## src/rtl/mandel_pixel_sequencer_if.sv

```systemverilog
// ----------------------------------------------------------------------------
// mandel_pixel_sequencer_if
// Video output stream of the Mandelbrot pixel sequencer (AXI4-Stream style).
//   tdata  [23:0] pixel colour
//   tvalid        beat available (source)
//   tready        beat accepted (sink)
//   tuser         beat is pixel (0,0), start of frame
//   tlast         beat is the last pixel of a line
// master: the sequencer (drives the beat); slave: the video sink.
// ----------------------------------------------------------------------------
interface mandel_pixel_sequencer_if;
    logic [23:0] tdata;
    logic        tvalid;
    logic        tready;
    logic        tuser;
    logic        tlast;

    modport master (output tdata, output tvalid, output tuser, output tlast, input tready);
    modport slave  (input tdata, input tvalid, input tuser, input tlast, output tready);
endinterface

```

## src/rtl/mandel_pixel_sequencer.sv

```systemverilog
// ----------------------------------------------------------------------------
// mandel_pixel_sequencer
// Scans an H_RES x V_RES raster, hands one (px,py) job at a time to the
// Mandelbrot pixel processor (proc_start/proc_done handshake), buffers each
// rgb result in a small FIFO and emits the pixels in raster order on a
// stream port (tuser = start of frame, tlast = end of line).
//
// Ports
//   clk, reset   clock, asynchronous active-high reset
//   frame_go     start-of-frame pulse, ignored while busy
//   busy         frame in progress (cycle after accepted frame_go .. frame_done)
//   frame_done   one-cycle pulse once the last pixel has left the stream port
//   proc_start   one-cycle job request, coordinates on proc_px/proc_py
//   proc_rgb     processor result, qualified by proc_done
//   proc_done    one-cycle result pulse
//   m            stream master (tdata/tvalid/tready/tuser/tlast)
// ----------------------------------------------------------------------------
module mandel_pixel_sequencer #(
    parameter int H_RES      = 640,
    parameter int V_RES      = 480,
    parameter int FIFO_DEPTH = 4
) (
    input  logic                           clk,
    input  logic                           reset,
    input  logic                           frame_go,
    output logic                           busy,
    output logic                           frame_done,
    output logic                           proc_start,
    output logic [9:0]                     proc_px,
    output logic [8:0]                     proc_py,
    input  logic [23:0]                    proc_rgb,
    input  logic                           proc_done,
    mandel_pixel_sequencer_if.master       m
);

    localparam int PTR_W = $clog2(FIFO_DEPTH);
    localparam int CNT_W = PTR_W + 1;

    localparam logic [CNT_W-1:0] CNT_FULL = CNT_W'(FIFO_DEPTH);
    localparam logic [CNT_W-1:0] CNT_ONE  = CNT_W'(1);
    localparam logic [PTR_W-1:0] PTR_ONE  = PTR_W'(1);
    localparam logic [9:0]       PX_LAST  = 10'(H_RES - 1);
    localparam logic [8:0]       PY_LAST  = 9'(V_RES - 1);

    localparam logic [1:0] ST_IDLE  = 2'd0;
    localparam logic [1:0] ST_ISSUE = 2'd1;
    localparam logic [1:0] ST_WAIT  = 2'd2;
    localparam logic [1:0] ST_DRAIN = 2'd3;

    // FIFO entry layout: {rgb[23:0], sof, eol}
    logic [25:0]      mem_q [FIFO_DEPTH];
    logic [25:0]      mem_d [FIFO_DEPTH];
    logic [PTR_W-1:0] wr_ptr_q, wr_ptr_d;
    logic [PTR_W-1:0] rd_ptr_q, rd_ptr_d;
    logic [CNT_W-1:0] count_q, count_d;

    logic [1:0]       state_q, state_d;
    logic [9:0]       px_q, px_d;
    logic [8:0]       py_q, py_d;
    logic             busy_q, busy_d;
    logic             frame_done_q, frame_done_d;
    logic             proc_start_q, proc_start_d;

    logic             push_s;
    logic             pop_s;
    logic             sof_s;
    logic             eol_s;
    logic             last_s;
    logic             space_s;

    assign busy       = busy_q;
    assign frame_done = frame_done_q;
    assign proc_start = proc_start_q;
    assign proc_px    = px_q;
    assign proc_py    = py_q;

    assign m.tvalid = (count_q != '0);
    assign m.tdata  = mem_q[rd_ptr_q][25:2];
    assign m.tuser  = mem_q[rd_ptr_q][1];
    assign m.tlast  = mem_q[rd_ptr_q][0];

    // Output FIFO next-state: push on a WAIT-state result, pop on accepted beat
    always_comb begin
        push_s = (state_q == ST_WAIT) && proc_done;
        pop_s  = (count_q != '0) && m.tready;
        sof_s  = (px_q == 10'd0) && (py_q == 9'd0);
        eol_s  = (px_q == PX_LAST);
        last_s = eol_s && (py_q == PY_LAST);

        for (int i = 0; i < FIFO_DEPTH; i++) begin
            mem_d[i] = mem_q[i];
        end
        wr_ptr_d = wr_ptr_q;
        rd_ptr_d = rd_ptr_q;

        if (push_s) begin
            mem_d[wr_ptr_q] = {proc_rgb, sof_s, eol_s};
            wr_ptr_d        = wr_ptr_q + PTR_ONE;
        end else begin
            wr_ptr_d = wr_ptr_q;
        end

        if (pop_s) begin
            rd_ptr_d = rd_ptr_q + PTR_ONE;
        end else begin
            rd_ptr_d = rd_ptr_q;
        end

        case ({push_s, pop_s})
            2'b10:   count_d = count_q + CNT_ONE;
            2'b01:   count_d = count_q - CNT_ONE;
            default: count_d = count_q;
        endcase

        // A job may only be issued when its result is guaranteed a slot,
        // judged on the occupancy after this cycle's push/pop.
        space_s = (count_d < CNT_FULL);
    end

    // Sequencing FSM next-state; proc_start and frame_done are computed one
    // cycle ahead so that both leave the block straight from flops.
    always_comb begin
        state_d      = state_q;
        px_d         = px_q;
        py_d         = py_q;
        busy_d       = busy_q;
        frame_done_d = 1'b0;
        proc_start_d = 1'b0;

        case (state_q)
            ST_IDLE: begin
                if (frame_go) begin
                    px_d         = 10'd0;
                    py_d         = 9'd0;
                    busy_d       = 1'b1;
                    proc_start_d = space_s;
                    state_d      = ST_ISSUE;
                end else begin
                    state_d = ST_IDLE;
                end
            end
            ST_ISSUE: begin
                // proc_start_q low here means the FIFO was full: keep retrying
                if (proc_start_q) begin
                    state_d = ST_WAIT;
                end else begin
                    proc_start_d = space_s;
                end
            end
            ST_WAIT: begin
                if (proc_done) begin
                    if (last_s) begin
                        state_d = ST_DRAIN;
                    end else begin
                        if (eol_s) begin
                            px_d = 10'd0;
                            py_d = py_q + 9'd1;
                        end else begin
                            px_d = px_q + 10'd1;
                        end
                        proc_start_d = space_s;
                        state_d      = ST_ISSUE;
                    end
                end else begin
                    state_d = ST_WAIT;
                end
            end
            ST_DRAIN: begin
                // busy stays high through the frame_done cycle so a frame_go
                // arriving together with frame_done is not accepted
                if (frame_done_q) begin
                    busy_d  = 1'b0;
                    state_d = ST_IDLE;
                end else begin
                    frame_done_d = (count_d == '0);
                end
            end
            default: begin
                state_d = ST_IDLE;
                busy_d  = 1'b0;
            end
        endcase
    end

    // State and FIFO registers
    always_ff @(posedge clk or posedge reset) begin
        if (reset) begin
            state_q      <= ST_IDLE;
            px_q         <= 10'd0;
            py_q         <= 9'd0;
            busy_q       <= 1'b0;
            frame_done_q <= 1'b0;
            proc_start_q <= 1'b0;
            wr_ptr_q     <= '0;
            rd_ptr_q     <= '0;
            count_q      <= '0;
            for (int i = 0; i < FIFO_DEPTH; i++) begin
                mem_q[i] <= 26'd0;
            end
        end else begin
            state_q      <= state_d;
            px_q         <= px_d;
            py_q         <= py_d;
            busy_q       <= busy_d;
            frame_done_q <= frame_done_d;
            proc_start_q <= proc_start_d;
            wr_ptr_q     <= wr_ptr_d;
            rd_ptr_q     <= rd_ptr_d;
            count_q      <= count_d;
            for (int i = 0; i < FIFO_DEPTH; i++) begin
                mem_q[i] <= mem_d[i];
            end
        end
    end

endmodule

```

## src/flat_wrapper.sv

```systemverilog
// flat-port wrapper written by rule: the top's interface ports become plain ports
module mandel_pixel_sequencer_flat 
#(
    parameter int H_RES      = 640,
    parameter int V_RES      = 480,
    parameter int FIFO_DEPTH = 4
)
  (clk, reset, frame_go, busy, frame_done, proc_start, proc_px, proc_py, proc_rgb, proc_done, m_tdata, m_tvalid, m_tuser, m_tlast, m_tready);
  mandel_pixel_sequencer_if m_i ();
  input  logic clk;
  input  logic reset;
  input  logic frame_go;
  output logic busy;
  output logic frame_done;
  output logic proc_start;
  output logic [9:0] proc_px;
  output logic [8:0] proc_py;
  input  logic [23:0] proc_rgb;
  input  logic proc_done;
  output wire logic [$bits(m_i.tdata)-1:0] m_tdata;
  output wire logic [$bits(m_i.tvalid)-1:0] m_tvalid;
  output wire logic [$bits(m_i.tuser)-1:0] m_tuser;
  output wire logic [$bits(m_i.tlast)-1:0] m_tlast;
  input wire logic [$bits(m_i.tready)-1:0] m_tready;
  assign m_tdata = m_i.tdata;
  assign m_tvalid = m_i.tvalid;
  assign m_tuser = m_i.tuser;
  assign m_tlast = m_i.tlast;
  assign m_i.tready = m_tready;
  mandel_pixel_sequencer #(.H_RES(H_RES), .V_RES(V_RES), .FIFO_DEPTH(FIFO_DEPTH)) u_core (.clk(clk), .reset(reset), .frame_go(frame_go), .busy(busy), .frame_done(frame_done), .proc_start(proc_start), .proc_px(proc_px), .proc_py(proc_py), .proc_rgb(proc_rgb), .proc_done(proc_done), .m(m_i));
endmodule
```

## config.mk

```make
export PLATFORM = sky130hd
export DESIGN_NAME = mandel_pixel_sequencer_flat
export DESIGN_NICKNAME = d
export VERILOG_FILES = /design/src/rtl/mandel_pixel_sequencer_if.sv /design/src/rtl/mandel_pixel_sequencer.sv /design/src/flat_wrapper.sv
export SDC_FILE = /design/constraint.sdc
export NUM_CORES = 1
export LEC_CHECK = 0
export BUFFER_PORTS_ARGS = -buffer_cell sky130_fd_sc_hd__buf_2
export CORE_ASPECT_RATIO = 0.75
export CORE_MARGIN = 2
export CORE_UTILIZATION = 40
export CTS_CLUSTER_DIAMETER = 40
export DETAILED_ROUTE_END_ITERATION = 10
export GPL_TIMING_DRIVEN = 0
export HOLD_SLACK_MARGIN = 0.12
export SYNTH_ARGS = -nofsm -noshare
export SYNTH_HDL_FRONTEND = slang
export SYNTH_SLANG_ARGS = --single-unit
```

## constraint.sdc

```tcl
create_clock -name clk -period 13.9 [get_ports clk]
set_input_delay 2.78 -clock clk [delete_from_list [all_inputs] [get_ports clk]]
set_output_delay 2.78 -clock clk [all_outputs]
set_load 0.03 [all_outputs]
```

==> results of run 1 <==
[worst max-delay path, stage by stage, from the launching register on]
cell and delay (ps):
dfrtp_1 320, buf_2 310, buf_2 390, buf_2 370, mux4_2 380, buf_2 200
[metal layers]
layer	part of all wire (%)	vias up	global-route usage, %
li1	-	1964	-
met1	47	2203	25.7
met2	46	111	26.7
met3	5.7	15	5.72
met4	1.3	0	6.60
met5	0	-	0
[final timing paths]
path	endpoint	slack, ps	cells after the start
setup / recovery	m_tdata[1]	8730	5
hold / removal	u_core.mem_q[27]	480	2
setup reg to reg	u_core.proc_start	11400	10
hold reg to reg	u_core.mem_q[27]	480	2
max in group asynchronous	u_core.count_q[1]	10740	3
min in group asynchronous	u_core.mem_q[99]	2360	2
[area by class of cell]
type / instances / area share, %
flip-flops and latches: 135 / 43.9
clock buffers: 21 / 6.11
plain buffers: 26 / 1.71
clock inverters: 11 / 1.90
well taps: 210 / 3.41
inverters: 19 / 0.992
repair buffers: 78 / 5.37
multi-input cells: 294 / 36.6
[cells by family after synthesis]
logic type                 count (synthesis)
and+or+nand+nor                           98
AOI/OAI and AO/OA                         57
buffers and inverters                     45
xor gates and xnor gates                   6
adders and majority gates                 10
DFF                                      135
muxes                                    123
[Yosys cell counts (all sizes together), types with 3 or more instances]
master / number
xnor2: 3
nor4: 9
nand4: 7
inv: 19
xor2: 3
nand3: 11
mux4: 26
o211ai: 5
nor2: 11
buf: 22
o21ai: 22
nand2: 30
mux2: 96
ha: 9
and3: 5
a31oi: 6
dfrtp: 135
and4: 3
clkbuf: 4
nor3: 3
[power groups by stage]
stage | logic (mW) | registers [mW] | clock network [mW]
floorplan | 0.577 | 0.672 | 0
global placement | 0.773 | 0.659 | 0
detailed placement | 0.793 | 0.673 | 0
CTS | 0.795 | 0.667 | 0.477
global route | 0.845 | 0.689 | 0.498
finish | 0.783 | 0.669 | 0.466
[registers in the layout, summed over array words and instances (netlist names)]
name               flops
u_core.proc_px        10
u_core.state_q         2
u_core.mem_q         104
u_core.wr_ptr_q        2
u_core.count_q         3
u_core.proc_py         9
u_core.busy            1
u_core.rd_ptr_q        2
u_core.frame_done      1
u_core.proc_start      1
[metrics by stage]
step | cells | power (mW) | instance area [um2] | utilization (%) | hold slack [ps]
final | 794 | 1.92 | 7690 | 48.7 | 481
after global routing | 794 | 2.03 | 7690 | 48.7 | 501
after CTS | 794 | 1.94 | 7690 | 48.7 | 483
after detailed placement | 762 | 1.47 | 7080 | 44.8 | 470
after global placement | 761 | 1.43 | 7050 | 44.5 | 457
after floorplan | 474 | 1.25 | 6400 | - | 445
==> flow_metrics.tcl, run 1 <==
set metrics [dict create \
    outcome "complete, no violations" \
    synth.area.top_cells "dfrtp_1, mux2_2, mux4_2" \
    wl_um 14500 \
    synth_xor_area_share_pct 0.821 \
    multiInputGateArea_um2 2820 \
    cts_made_buffers 17 \
    post-route-min-period_ps 5170 \
    syn-instance-count 474 \
    fin_ws_ps 8730 \
    grt-ovfl-total 0 \
    cts_buffer_depth 2 \
    setup_violations 0 \
    slew_violations 0 \
    p_leak_nw 3.54 \
    seq_area_um2 3380 \
    muxShareOfSynthArea_pct 26.2 \
    routed_via_density 5.41 \
    max-vdd-ir-drop_mv 0.119 \
    arrival_ps 2390 \
    cts_root_buf "clkbuf_16" \
    vias 4293 \
    track_usage_pct 18.2 \
    cp.required_ps 11120 \
    cts_resized 0 \
    pwr-share-clk_pct 24.3 \
    worst_setup_path_end_kind "output port" \
    clk_latency_ps 420 \
    grt_max_degree 100 \
    layout_common_cells "dfrtp_1, buf_2, mux2_2, nand2_1, mux4_2" \
    ys_warn_count 0 \
    grt_pass1_vias 4427 \
    post_cts_buffers 0 \
    dieHeight_um 114 \
    wire_per_inst_um 18.2 \
    seq_area_frac_synth_pct 52.8 \
    slew-limit-headroom_pct 59.9 \
    yosysUniqueCellTypes 64 \
    yosys.area.top_type "dfrtp_1" \
    min_from "u_core.mem_q[27]" \
    sw_frac_of_total_pct 37.0 \
    cts.reportedPaths.clkPinSlew_ps 60 \
    cts_hold_buf 0 \
    num_rows 40 \
    dr.first_iter.drc_count 245 \
    pwr-share-seq_pct 34.9 \
    postRouteAntennaNets 0 \
    power_switching_mw 0.709 \
    max-cap-violations 0 \
    yosysTopAreaCellShare_pct 52.8 \
    p_comb_share_pct 40.8 \
    dp_hpwl_um 10000 \
    async_reset_ff_share_pct 100 \
    synth_compound_area_share_pct 6.10 \
    worstSetupStartpoint "u_core.rd_ptr_q[1]" \
    ys.flop_type "dfrtp_1" \
    powerDensity_nw_per_um2 249 \
    drive_above_1_share_pct 45.2 \
    syn_nets 513 \
    post-place-ws_ps 8890 \
    rsz0062_at_grt "no" \
    timing.final.crit_share_pct 37.2 \
    hold_violations 0 \
    synth_adder_area_share_pct 2.07 \
    synth_edf_count 0 \
    avgSynthCellArea_um2 13.5 \
    finalClockSkew_ps 8.24 \
    antenna_found_initial 0 \
    tightest_slew_ps 602 \
    coreArea_um2 15800 \
    tns_ps 0 \
    die_w_um 150 \
    grt_pass1_wl_um 23600 \
    synth-simple-area-share_pct 8.82 \
    ys_ff_latch 135 \
    htree_num_levels 4 \
    fin_nets 610 \
    power.internal_mw 1.21 \
    pin_count 78 \
    cts_tree "yes" \
    fillers 1417 \
    crit_fanout 10 \
    port-buffer-count 77 \
    drc 0 \
    cts_sinks 135 \
    final_common_cell "dfrtp_1" \
    die_area_um2 17000 \
    timing.rr.start "u_core.state_q[0]" \
    start_util_pct 40.5 \
    gp_congestion 0.850 \
    synth_top_family_by_area "multiplexers" \
    clock.fmax_mhz 193 \
    crit_type "reg -> out" \
    diodes 0 \
    start_kind "register" \
    synth_area_um2 6400 \
    syn2layout_area_growth_pct 20.3 \
    dr.pass1.iters 4 \
    min_path_type "reg -> reg" \
]
(Power assumes the default switching activity.)
==> run 2, diff against run 1 <==
- clock period: 13.9 -> 4.1 ns (I/O delays scaled with it)
==> run 2 against run 1 <==
  * Critical path depth unchanged
  * Sequential power rose to 3.4 times the previous value
  * Combinational power rose to 3.4 times the previous value
  * Critical path type unchanged
  * Register-to-register slack worse by 9800 ps
  * Hold slack worse by 74 ps
  * Sequential share of layout area up 0.44 points
==> flow_metrics.tcl, run 2 (same netlist as run 1, synthesis figures left out) <==
set metrics [dict create \
    slew_violations 0 \
    syn2layout_area_growth_pct 19.1 \
    die_area_um2 17000 \
    cts.reportedPaths.clkPinSlew_ps 60 \
    wire_per_inst_um 18.2 \
    gp_congestion 0.864 \
    cts_root_buf "clkbuf_16" \
    tightest_slew_ps 588 \
    dr.first_iter.drc_count 182 \
    finalClockSkew_ps 6.95 \
    drive_above_1_share_pct 44.5 \
    fin_nets 612 \
    cpPeakStageDelay_ps 410 \
    powerDensity_nw_per_um2 824 \
    seq_area_um2 3380 \
    worst_setup_path_end_kind "output port" \
    final_common_cell "dfrtp_1" \
    dr.pass1.iters 4 \
    multiInputGateArea_um2 2820 \
    max-vdd-ir-drop_mv 0.381 \
    max-cap-violations 0 \
    antenna_found_initial 0 \
    dieHeight_um 114 \
    start_util_pct 40.5 \
    outcome "complete, no violations" \
    largest_reg_flops 104 \
    fin_area_um2 7620 \
    pin_count 78 \
    cp_slowest_cell "buf_2" \
    p_leak_nw 3.52 \
    wl_um 14400 \
    layout_common_cells "dfrtp_1, buf_2, mux2_2, nand2_1, mux4_2" \
    grt_pass1_vias 4438 \
    grt-ovfl-total 0 \
    cts_sinks 135 \
    grt_pass1_wl_um 24000 \
    drc 0 \
    clk_latency_ps 410 \
    hold_slack_ps 407 \
    post-route-min-period_ps 3190 \
    grt_max_degree 45 \
    clock.fmax_mhz 313 \
    placed_area_um2 7110 \
    cts_made_buffers 17 \
    diodes 0 \
    cts_tree "yes" \
    die_w_um 150 \
    cp_cell_sequence "buf_2 -> buf_2 -> buf_2 -> mux4_2 -> buf_2" \
    cts_resized 0 \
    htree_num_levels 4 \
    top_register "u_core.mem_q" \
    cts_hold_buf 0 \
    arrival_ps 2370 \
    cts_buffer_depth 2 \
    critPathTopFamily "buffers and inverters" \
    start_kind "register" \
    rsz0062_at_grt "no" \
    hold_violations 0 \
    tns_ps 0 \
    vias 4307 \
    post_cts_buffers 0 \
    crit_top_cell "buf_2" \
    timing.final.crit_share_pct 77.9 \
    fillers 1421 \
    cp.required_ps 3280 \
    dp_hpwl_um 10200 \
    min_path_type "in -> async" \
    crit_fanout 10 \
    routed_via_density 5.44 \
    track_usage_pct 18.4 \
    slew-limit-headroom_pct 60.6 \
    coreArea_um2 15800 \
    postRouteAntennaNets 0 \
    crit_type "reg -> out" \
    port-buffer-count 77 \
    num_rows 40 \
    critPathBufInv 4 \
    setup_violations 0 \
]
[run 2: where the power goes]
| part | switching [mW] | internal (mW) |
|---|---|---|
| Clock | 0.515 | 0.829 |
| Sequential | 0.340 | 1.93 |
| Combinational | 1.50 | 1.17 |
| Total | 2.35 | 3.92 |
[run 2: cell type report]
cell class	count	share of cell area, %
Buffer	26	1.72
Inverter	19	0.985
Multi-Input combinational cell	294	37.0
Timing Repair Buffer	80	5.85
Clock buffer	22	5.96
Sequential cell	135	44.3
Tap cell	210	3.45
Clock inverter	6	0.723
[run 2: final timing paths]
check                      cells past startpoint                 to          startpoint  slack [ps]
hold / removal                                 2  u_core.proc_py[6]               reset         410
setup reg to reg                              10  u_core.proc_start   u_core.state_q[0]        1590
min in group clk                               2   u_core.mem_q[79]    u_core.mem_q[79]         480
max in group asynchronous                      4   u_core.mem_q[66]               reset        2850
setup / recovery                               5         m_tdata[3]  u_core.rd_ptr_q[1]         910
hold reg to reg                                2   u_core.mem_q[79]    u_core.mem_q[79]         480
[run 2: stage by stage]
| step | power (mW) | cells | worst slack (ps) | utilization, % |
|---|---|---|---|---|
| after global placement | 4.86 | 761 | 794 | 44.6 |
| after detailed placement | 4.98 | 764 | 1030 | 45.0 |
| after CTS | 6.35 | 792 | 810 | 48.2 |
| after floorplan | 4.23 | 474 | 1530 | - |
| final | 6.27 | 792 | 905 | 48.2 |
| after global routing | 6.69 | 792 | 718 | 48.2 |
[run 2: metal layers]
metal | up-vias | global-route usage, % | share of wire [%]
met3 | 11 | 5.60 | 6.4
met1 | 2206 | 26.0 | 46
met2 | 115 | 27.6 | 46
li1 | 1975 | - | -
met4 | 0 | 5.28 | 0.98
met5 | - | 0 | 0
[run 2: worst reg2reg max path, stage by stage (launching register included)]
cell and delay (ps):
dfrtp_1 370, and3b_1 180, buf_2 200, inv_1 260, ha_1 250, inv_1 70, fa_1 380, xor2_1 160
nor2_1 130, xor2_1 270, a221oi_1 80
==> run 3, diff against run 2 <==
- ABC_AREA: default -> 1
- clock period: 4.1 -> 2.9 ns (I/O delays scaled with it)
==> run 3 against run 2 <==
  * Via count grew 30%
  * Highest routed layer unchanged
  * Clock power increased by 55%
  * Critical endpoint is now m_tdata[0]
  * Sequential cell count unchanged
  * Design area rose by 1.2%
  * Critical path depth is the same
  * Combinational power up 35%
  * Largest cell class unchanged
  * Non-clock buffer count up 14
  * Clock skew is 0.57 ps lower
==> flow_metrics.tcl, run 3 <==
set metrics [dict create \
    pin_count 78 \
    critPathBufInv 3 \
    dieHeight_um 114 \
    largest_reg_flops 104 \
    cp.required_ps 2320 \
    slew-limit-headroom_pct 51.4 \
    finalClockSkew_ps 6.38 \
    cts_root_buf "clkbuf_16" \
    critPathTopFamily "buffers and inverters" \
    fin_ws_ps 101 \
    synthTopCellsByCount "nand2_1, dfrtp_1, o21ai_1, nor2_1, inv_1" \
    max-vdd-ir-drop_mv 0.724 \
    dr.first_iter.drc_count 448 \
    synth_most_common_cell "nand2_1" \
    grt_pass1_wl_um 28800 \
    worst_setup_path_end_kind "output port" \
    ys.flop_type "dfrtp_1" \
    synth-simple-area-share_pct 22.0 \
    yosysUniqueCellTypes 31 \
    synth_edf_count 0 \
    postRouteAntennaNets 0 \
    timing.rr.end "u_core.proc_start" \
    hold_violations 0 \
    tns_ps 0 \
    layout_common_cells "nand2_1, dfrtp_1, o21ai_1, nor2_1, buf_2" \
    synth_area_um2 6420 \
    routed_via_density 5.06 \
    avgSynthCellArea_um2 8.14 \
    antenna_found_initial 0 \
    top_register "u_core.mem_q" \
    arrival_ps 2220 \
    syn_nets 828 \
    ys_ff_latch 135 \
    cts_hold_buf 0 \
    cts.reportedPaths.clkPinSlew_ps 60 \
    synth_top_family_by_area "simple AND/OR/NAND/NOR gates" \
    p_leak_nw 3.75 \
    die_area_um2 17100 \
    rsz0062_at_grt "yes" \
    yosys.area.top_type "dfrtp_1" \
    ys_warn_count 0 \
    grt-ovfl-total 0 \
    die_w_um 150 \
    synth.area.top_cells "dfrtp_1, nand2_1, o21ai_1" \
    vias 5614 \
    post_cts_buffers 0 \
    drive_above_1_share_pct 16.0 \
    wl_um 17600 \
    track_usage_pct 21.9 \
    diodes 0 \
    synth_compound_area_share_pct 16.0 \
    grt_pass1_vias 5449 \
    r2r_cells 14 \
    cts_made_buffers 17 \
    placed_area_um2 7130 \
    post-route-min-period_ps 2800 \
    seq_area_frac_synth_pct 52.6 \
    start_util_pct 40.5 \
    dp_hpwl_um 11900 \
    min_path_type "in -> async" \
    syn-instance-count 789 \
    max-cap-violations 0 \
    wire_per_inst_um 15.9 \
    rrSetupSlack_ps 760 \
    num_rows 40 \
    fin_nets 926 \
    yosysTopAreaCellShare_pct 52.6 \
    cpPeakStageDelay_ps 510 \
    muxShareOfSynthArea_pct 0 \
    syn2layout_area_growth_pct 20.0 \
    setup_violations 0 \
    outcome "complete, no violations" \
    drc 0 \
    cts_tree "yes" \
    coreArea_um2 15900 \
    clock.fmax_mhz 357 \
    post-place-ws_ps 369 \
    cts_sinks 135 \
    clk_latency_ps 420 \
    dr.pass1.iters 5 \
    final_common_cell "nand2_1" \
    tightest_slew_ps 729 \
    crit_type "reg -> out" \
    gp_congestion 0.817 \
    async_reset_ff_share_pct 100 \
    cp_slowest_cell "dfrtp_1" \
    slew_violations 0 \
    cp_cell_sequence "clkinv_2 -> clkbuf_1 -> nor2_1 -> o22ai_1 -> buf_2" \
    port-buffer-count 77 \
    grt_max_degree 40 \
    fin_area_um2 7710 \
    timing.rr.start "u_core.count_q[0]" \
    synth_xor_area_share_pct 0.682 \
    powerDensity_nw_per_um2 1120 \
    htree_num_levels 4 \
    crit_fanout 10 \
    synth_adder_area_share_pct 2.07 \
    start_kind "register" \
    cts_buffer_depth 2 \
    timing.final.crit_share_pct 96.5 \
]
run 3: cell count changes in the layout (fill, tap and decap cells not counted), sizes merged, moves of 25 or more:
| cell | change |
|---|---|
| mux2 | -96 |
| inv | +51 |
| o22ai | +25 |
| o21ai | +147 |
| nor2 | +79 |
| nand2 | +171 |
| clkbuf | +29 |
| mux4 | -26 |
run 3: report_power, final:
part	switching, mW	total [mW]	internal (mW)	leakage [nW]
combinational	2.46	3.58	1.13	1.72
clock	0.852	2.08	1.23	0.269
sequential	0.409	3.01	2.60	1.76
run 3: cell families (layout without fill, tap and decap cells):
group                    after synthesis  after routing
adder cells (fa/ha/maj)               10             10
AND/OR/NAND/NOR                      333            333
buffers and inverters                108            219
AO/OA/AOI/OAI                        198            198
XOR/XNOR                               5              5
flip-flops                           135            135
run 3: worst max-delay path by stage:
stage	cells past startpoint	endpoint	slack, ps	start
floorplan	1	u_core.busy	640	reset
global placement	2	u_core.mem_q[23]	-350	reset
detailed placement	6	m_tdata[3]	370	u_core.rd_ptr_q[1]
CTS	6	m_tdata[3]	20	u_core.rd_ptr_q[0]
global route	5	m_tdata[0]	-2	u_core.rd_ptr_q[0]
finish	5	m_tdata[0]	100	u_core.rd_ptr_q[0]
run 3: area by class of cell:
cell class                      count  area (um2)
Inverter                           67         256
Timing Repair Buffer               80         445
Buffer                             40         179
Clock buffer                       19         453
Fill cell                        1574        8160
Sequential cell                   135        3380
Tap cell                          210         263
Clock inverter                     13         118
Multi-Input combinational cell    546        2620
run 3: per-stage QoR:
step / hold WS, ps / util [%] / cells / total power [mW]
floorplan: 454 / - / 789 / 5.51
global placement: 466 / 44.6 / 1076 / 6.54
CTS: 252 / 48.6 / 1111 / 8.70
finish: 245 / 48.6 / 1110 / 8.67
detailed placement: 473 / 45.0 / 1079 / 6.60
global route: 277 / 48.6 / 1110 / 9.30
run 3: timing repair:
item                                    in CTS  in global routing
gates cloned                                 0                  0
gates resized for setup                      3                  7
endpoints found under the setup margin      12                 24
run 3: per-layer routing:
layer / GRT usage [%] / wire length (um) / part of all wire, %
met5: 0 / 0 / 0
met2: 31.9 / 7590 / 43
met4: 5.72 / 182 / 1.0
met3: 5.16 / 961 / 5.5
met1: 33.0 / 8890 / 50
